[config.mk]
export PLATFORM = sky130hd
export DESIGN_NAME = vga_vsync_gen
export DESIGN_NICKNAME = d
export VERILOG_FILES = /design/src/rtl/vga_vsync_gen.sv
export SDC_FILE = /design/constraint.sdc
export NUM_CORES = 1
export LEC_CHECK = 0
export CAP_MARGIN = 20
export CORE_MARGIN = 1
export CORE_UTILIZATION = 42
export DETAILED_ROUTE_END_ITERATION = 8
export MAX_ROUTING_LAYER = met4
export PLACE_DENSITY = 0.8
export SLEW_MARGIN = 15
export SYNTH_ARGS = -nofsm -noshare
export SYNTH_HDL_FRONTEND = slang
export SYNTH_SLANG_ARGS = --single-unit
[constraint.sdc]
create_clock -name clk -period 2.3 [get_ports clk]
set_clock_uncertainty 0.2 [all_clocks]
set_input_delay 0.345 -clock clk [delete_from_list [all_inputs] [get_ports clk]]
set_output_delay 0.345 -clock clk [all_outputs]
set_load 0.1 [all_outputs]
[src/rtl/vga_vsync_gen.sv]
// Vertical timing stage of the VGA controller: tracks the line counter from the
// upstream line tick and registers sync, display-enable and pixel coordinates.
module vga_vsync_gen #(
  parameter int H_VIS   = 640,
  parameter int H_FP    = 16,
  parameter int H_SYNC  = 96,
  parameter int V_VIS   = 480,
  parameter int V_FP    = 10,
  parameter int V_SYNC  = 2,
  parameter int V_TOTAL = 525
) (
  input  logic        clk,
  input  logic        rst,
  input  logic [12:0] hcount,
  input  logic        enable_vsync,
  output logic        hsync_n,
  output logic        vsync_n,
  output logic        video_on,
  output logic [9:0]  pixel_x,
  output logic [9:0]  pixel_y,
  output logic        frame_start
);

  // Horizontal bounds kept at the full 13-bit width of hcount so that counts
  // beyond 1023 never alias back into the visible or sync windows.
  localparam logic [12:0] H_VIS_W   = 13'(H_VIS);
  localparam logic [12:0] HS_START  = 13'(H_VIS + H_FP);
  localparam logic [12:0] HS_END    = 13'(H_VIS + H_FP + H_SYNC - 1);
  localparam logic [9:0]  V_VIS_W   = 10'(V_VIS);
  localparam logic [9:0]  VS_START  = 10'(V_VIS + V_FP);
  localparam logic [9:0]  VS_END    = 10'(V_VIS + V_FP + V_SYNC - 1);
  localparam logic [9:0]  V_LAST    = 10'(V_TOTAL - 1);

  typedef enum logic {
    UNSYNC = 1'b0,
    SYNC   = 1'b1
  } state_t;

  state_t     state, state_nxt;
  logic [9:0] vline, vline_nxt;
  logic [9:0] veff_p0;
  logic       hs_act_p0, vs_act_p0, vis_p0;

  // State and line counter registers.
  always_ff @(posedge clk) begin
    if (rst) begin
      state <= UNSYNC;
      vline <= '0;
    end else begin
      state <= state_nxt;
      vline <= vline_nxt;
    end
  end

  // Next state and next line: the first tick locks onto line 0, later ticks advance and wrap.
  always_comb begin
    state_nxt = state;
    vline_nxt = vline;
    case (state)
      UNSYNC: begin
        if (enable_vsync) begin
          state_nxt = SYNC;
          vline_nxt = '0;
        end
      end
      SYNC: begin
        if (enable_vsync) begin
          vline_nxt = (vline == V_LAST) ? 10'd0 : vline + 10'd1;
        end
      end
      default: begin
        state_nxt = UNSYNC;
        vline_nxt = '0;
      end
    endcase
  end

  // Stage p0: timing terms from the current pixel; on a tick cycle the pixel at
  // hcount==0 already belongs to the new line, so the next line value is used.
  always_comb begin
    veff_p0   = enable_vsync ? vline_nxt : vline;
    hs_act_p0 = (hcount >= HS_START) && (hcount <= HS_END);
    vs_act_p0 = (veff_p0 >= VS_START) && (veff_p0 <= VS_END);
    vis_p0    = (hcount < H_VIS_W) && (veff_p0 < V_VIS_W);
  end

  // Stage p1: output register, idle until the block has locked onto a line tick.
  always_ff @(posedge clk) begin
    if (rst || (state_nxt != SYNC)) begin
      hsync_n     <= 1'b1;
      vsync_n     <= 1'b1;
      video_on    <= 1'b0;
      pixel_x     <= '0;
      pixel_y     <= '0;
      frame_start <= 1'b0;
    end else begin
      hsync_n     <= !hs_act_p0;
      vsync_n     <= !vs_act_p0;
      video_on    <= vis_p0;
      pixel_x     <= vis_p0 ? hcount[9:0] : 10'd0;
      pixel_y     <= vis_p0 ? veff_p0 : 10'd0;
      frame_start <= enable_vsync && (veff_p0 == 10'd0);
    end
  end

endmodule

==> flow_summary_export.csv <==
group,metric,value,unit
logic_synthesis,sequential_share_of_the_synthesized_area,48.0,%
logic_synthesis,synth_seq_cells,35,
routing,postRouteWirelength,4230,um
cells_and_area,finish.net_count,240,
worst_setup_path,crit_path_end_kind,"register",
timing,fmax,0.425,GHz
routing,remaining_drcs,0,
logic_synthesis,synthesis.area,1460,sq um
place,dp_slack,-0.353,ns
routing,detail_route.vias_per_cell,5.47,
grt,maximum_number_of_pins_on_one_net_before_global_route_repair,16,
timing,finalMaxSlewViolations,0,
grt,grtUsageTotal,23.6,%
logic_synthesis,post_synth.cell_area_avg,9.47,sq um
timing,timing.final.ws_setup,-0.0555,ns
clock_tree,h_tree_depth,2,
logic_synthesis,synth.net_count,172,
timing,rsz0062_at_grt,"yes",
grt,grt_pass1_vias,1378,
routing,first_pass_iters,5,
die,die_height,60.9,um
place,placed_cells,255,
logic_synthesis,synth_top_area_cell,"sky130_fd_sc_hd__dfxtp_1",
power,peakVddDrop,368,uV
routing,detail_route.wl_per_cell,15.7,um
logic_synthesis,async_reset_ff_share,0,%
timing,period_needed,2.36,ns
routing,vias,1471,
clock_tree,post_cts_hold_buffer_count,0,
die,initial_utilization,43.7,%
grt,antenna_found_initial,0,
cells_and_area,layoutNonFillerInstCount,269,
die,coreArea,3340,sq um
worst_setup_path,critical_path_required,2.31,ns
die,die_width,60.9,um
cells_and_area,layout-drive-gt1-share,43.9,%
clock_tree,clk_path_buf_depth,2,
die,row_count,21,
clock_tree,cts.sinks,35,
run,drv.max_cap_violation_count,0,
die,io_pins,40,
cells_and_area,finish.utilization,68.8,%
clock_tree,clock_tree.root_cell,"sky130_fd_sc_hd__clkbuf_4",
clock_tree,tritoncts_clock_tree,"built",
timing,max_slew_margin,65.4,%
min_path,hold_path_class,"in -> reg",
outcome,violations_in_the_final_reports,"negative setup slack",
logic_synthesis,number_of_synthesized_flops_with_an_enable_pin,0,
routing,ant_nets,0,
worst_setup_path,setup.worst_path.start_class,"register",
routing,detail_route.iter0.violations,59,
cells_and_area,antenna-diode-count,0,
clock_tree,worst_skew_pair.late_latency,0.34,ns
place,hpwl,2720,um
timing,worst_slew_pin_tran,0.514,ns
worst_setup_path,worstPathArrival,2.36,ns
place,port_buffers,39,
power,finalPower,1220,uW
worst_setup_path,timing_worst_setup_path_type,"reg -> reg",
logic_synthesis,synth_area_leaders,"sky130_fd_sc_hd__dfxtp_1, sky130_fd_sc_hd__nor3b_1, sky130_fd_sc_hd__nor3_1",
die,fp.dieArea,3710,sq um
timing,hold_violations,0,
place,rd_place_congestion,0.860,
worst_setup_path,reg2reg_slack,-0.06,ns
grt,grt_pass1_wl,6260,um
logic_synthesis,synthCells,154,
cells_and_area,syn_to_final_growth,57.5,%
clock_tree,tritoncts.num_buffers,5,
logic_synthesis,ys_warn_count,0,
clock_tree,cts.reportedPaths.clkPinSlew,0.11,ns
timing,period_share,102,%
logic_synthesis,synth_ff_type,"sky130_fd_sc_hd__dfxtp_1",
power,p_leak,0.000880,uW
grt,grt_overflow_total,0,
timing,finalSetupViolCount,7,
logic_synthesis,synth_top_area_share,48.0,%
outcome,status,"finished, violations left",
logic_synthesis,synth_cell_type_count,40,
power,power_density,531,nW/um^2
worst_setup_path,crit_path_max_fanout,3,
-- Yosys cell counts, types with 2 or more instances --
master / number
sky130_fd_sc_hd__mux2i_1: 2
sky130_fd_sc_hd__a31oi_1: 4
sky130_fd_sc_hd__nor2b_1: 3
sky130_fd_sc_hd__nand2b_1: 2
sky130_fd_sc_hd__o21ai_0: 3
sky130_fd_sc_hd__nor4b_1: 2
sky130_fd_sc_hd__ha_1: 2
sky130_fd_sc_hd__nor2_1: 13
sky130_fd_sc_hd__dfxtp_1: 35
sky130_fd_sc_hd__inv_1: 6
sky130_fd_sc_hd__and2_1: 3
sky130_fd_sc_hd__or4_1: 3
sky130_fd_sc_hd__clkbuf_1: 5
sky130_fd_sc_hd__nand4_1: 5
sky130_fd_sc_hd__nor3_1: 13
sky130_fd_sc_hd__nand2_1: 6
sky130_fd_sc_hd__and4_1: 3
sky130_fd_sc_hd__nor3b_1: 12
sky130_fd_sc_hd__nand3_1: 8
sky130_fd_sc_hd__buf_2: 3
sky130_fd_sc_hd__buf_6: 2
-- state kept, by name, summed over array words and instances, names as in the netlist --
register	cells
frame_start	1
hsync_n	1
pixel_x	10
pixel_y	10
state	1
video_on	1
vline	10
vsync_n	1
-- report_power, final --
part,leakage (uW),switching (uW),internal [uW]
Combinational,0.000546,78.3,61.4
Sequential,0.000286,4.44,611
Clock,0.0000482,208,257
-- kinds of logic (layout without fill, tap and decap cells) --
kind of cell,Yosys count,in the layout,share of synthesized area (%)
flops,35,35,48.0
fa+ha+maj,2,2,1.71
buf+inv,17,86,5.66
mux,2,2,1.37
simple gates,79,79,32.5
other cells,1,1,0.257
compound gates,18,18,10.5
-- metrics by stage --
stage / hold WS [ns] / area [sq um] / TNS [ns]
detailed placement: 0.470 / 2010 / -6.63
finish: 0.378 / 2300 / -0.146
CTS: 0.360 / 2200 / -0.0393
global route: 0.361 / 2300 / -0.951
floorplan: 0.263 / 1470 / 0
global placement: 0.460 / 2010 / -5.37
-- layout by cell type, fill, tap and decap left out, drive strengths merged, types with 2 or more instances in the layout --
master,synthesis,final
buf,5,55
dfxtp,35,35
clkdlybuf4s50,0,14
nor2,13,13
nor3,13,13
nor3b,12,12
nand3,8,8
clkbuf,5,7
inv,7,7
nand2,6,6
nand4,6,6
a31oi,4,4
o21ai,3,3
and2,3,3
and4,3,3
nor2b,3,3
nor4b,3,3
or4,3,3
nand2b,2,2
mux2i,2,2
ha,2,2
a2111oi,2,2
-- repair_timing --
| item | 4_1_cts | 5_1_grt |
|---|---|---|
| endpoints found under the setup margin | 22 | 22 |
| cloned | 1 | 1 |
| resized for setup | 11 | 27 |
| endpoints found under the hold margin | 0 | 0 |
| pin swaps | 3 | 7 |
| setup buffers | 4 | 2 |
-- critical path: stages (launching register included) --
cell and delay [ns]:
sky130_fd_sc_hd__dfxtp_4 0.39, sky130_fd_sc_hd__inv_2 0.05, sky130_fd_sc_hd__ha_4 0.15, sky130_fd_sc_hd__nor3b_4 0.15
sky130_fd_sc_hd__a41oi_2 0.24, sky130_fd_sc_hd__buf_4 0.17, sky130_fd_sc_hd__a31oi_1 0.10, sky130_fd_sc_hd__a2111oi_0 0.48
sky130_fd_sc_hd__buf_4 0.19, sky130_fd_sc_hd__nand4_2 0.09
-- layer usage --
layer | track usage, % | wire length [um]
met3 | 3.84 | 269
met1 | 28.4 | 1650
met2 | 39.2 | 2260
met5 | - | 0
met4 | 9.09 | 55
-- final timing paths --
check,from,endpoint,cells past startpoint
setup / recovery,vline[0],vsync_n,9
hold / removal,hcount[1],pixel_x[1],2
setup reg to reg,vline[0],vsync_n,9
hold reg to reg,vline[0],vline[0],3
-- area by class of cell --
type	instances	area (sq um)
inverters	7	26.3
repair buffers	71	594
clock inverters	2	35.0
multi-input cells	102	821
clock buffers	6	51.3
well taps	46	57.6
fillers	240	1040
flip-flops and latches	35	712
No activity file was read; power rests on OpenSTA's default activity.
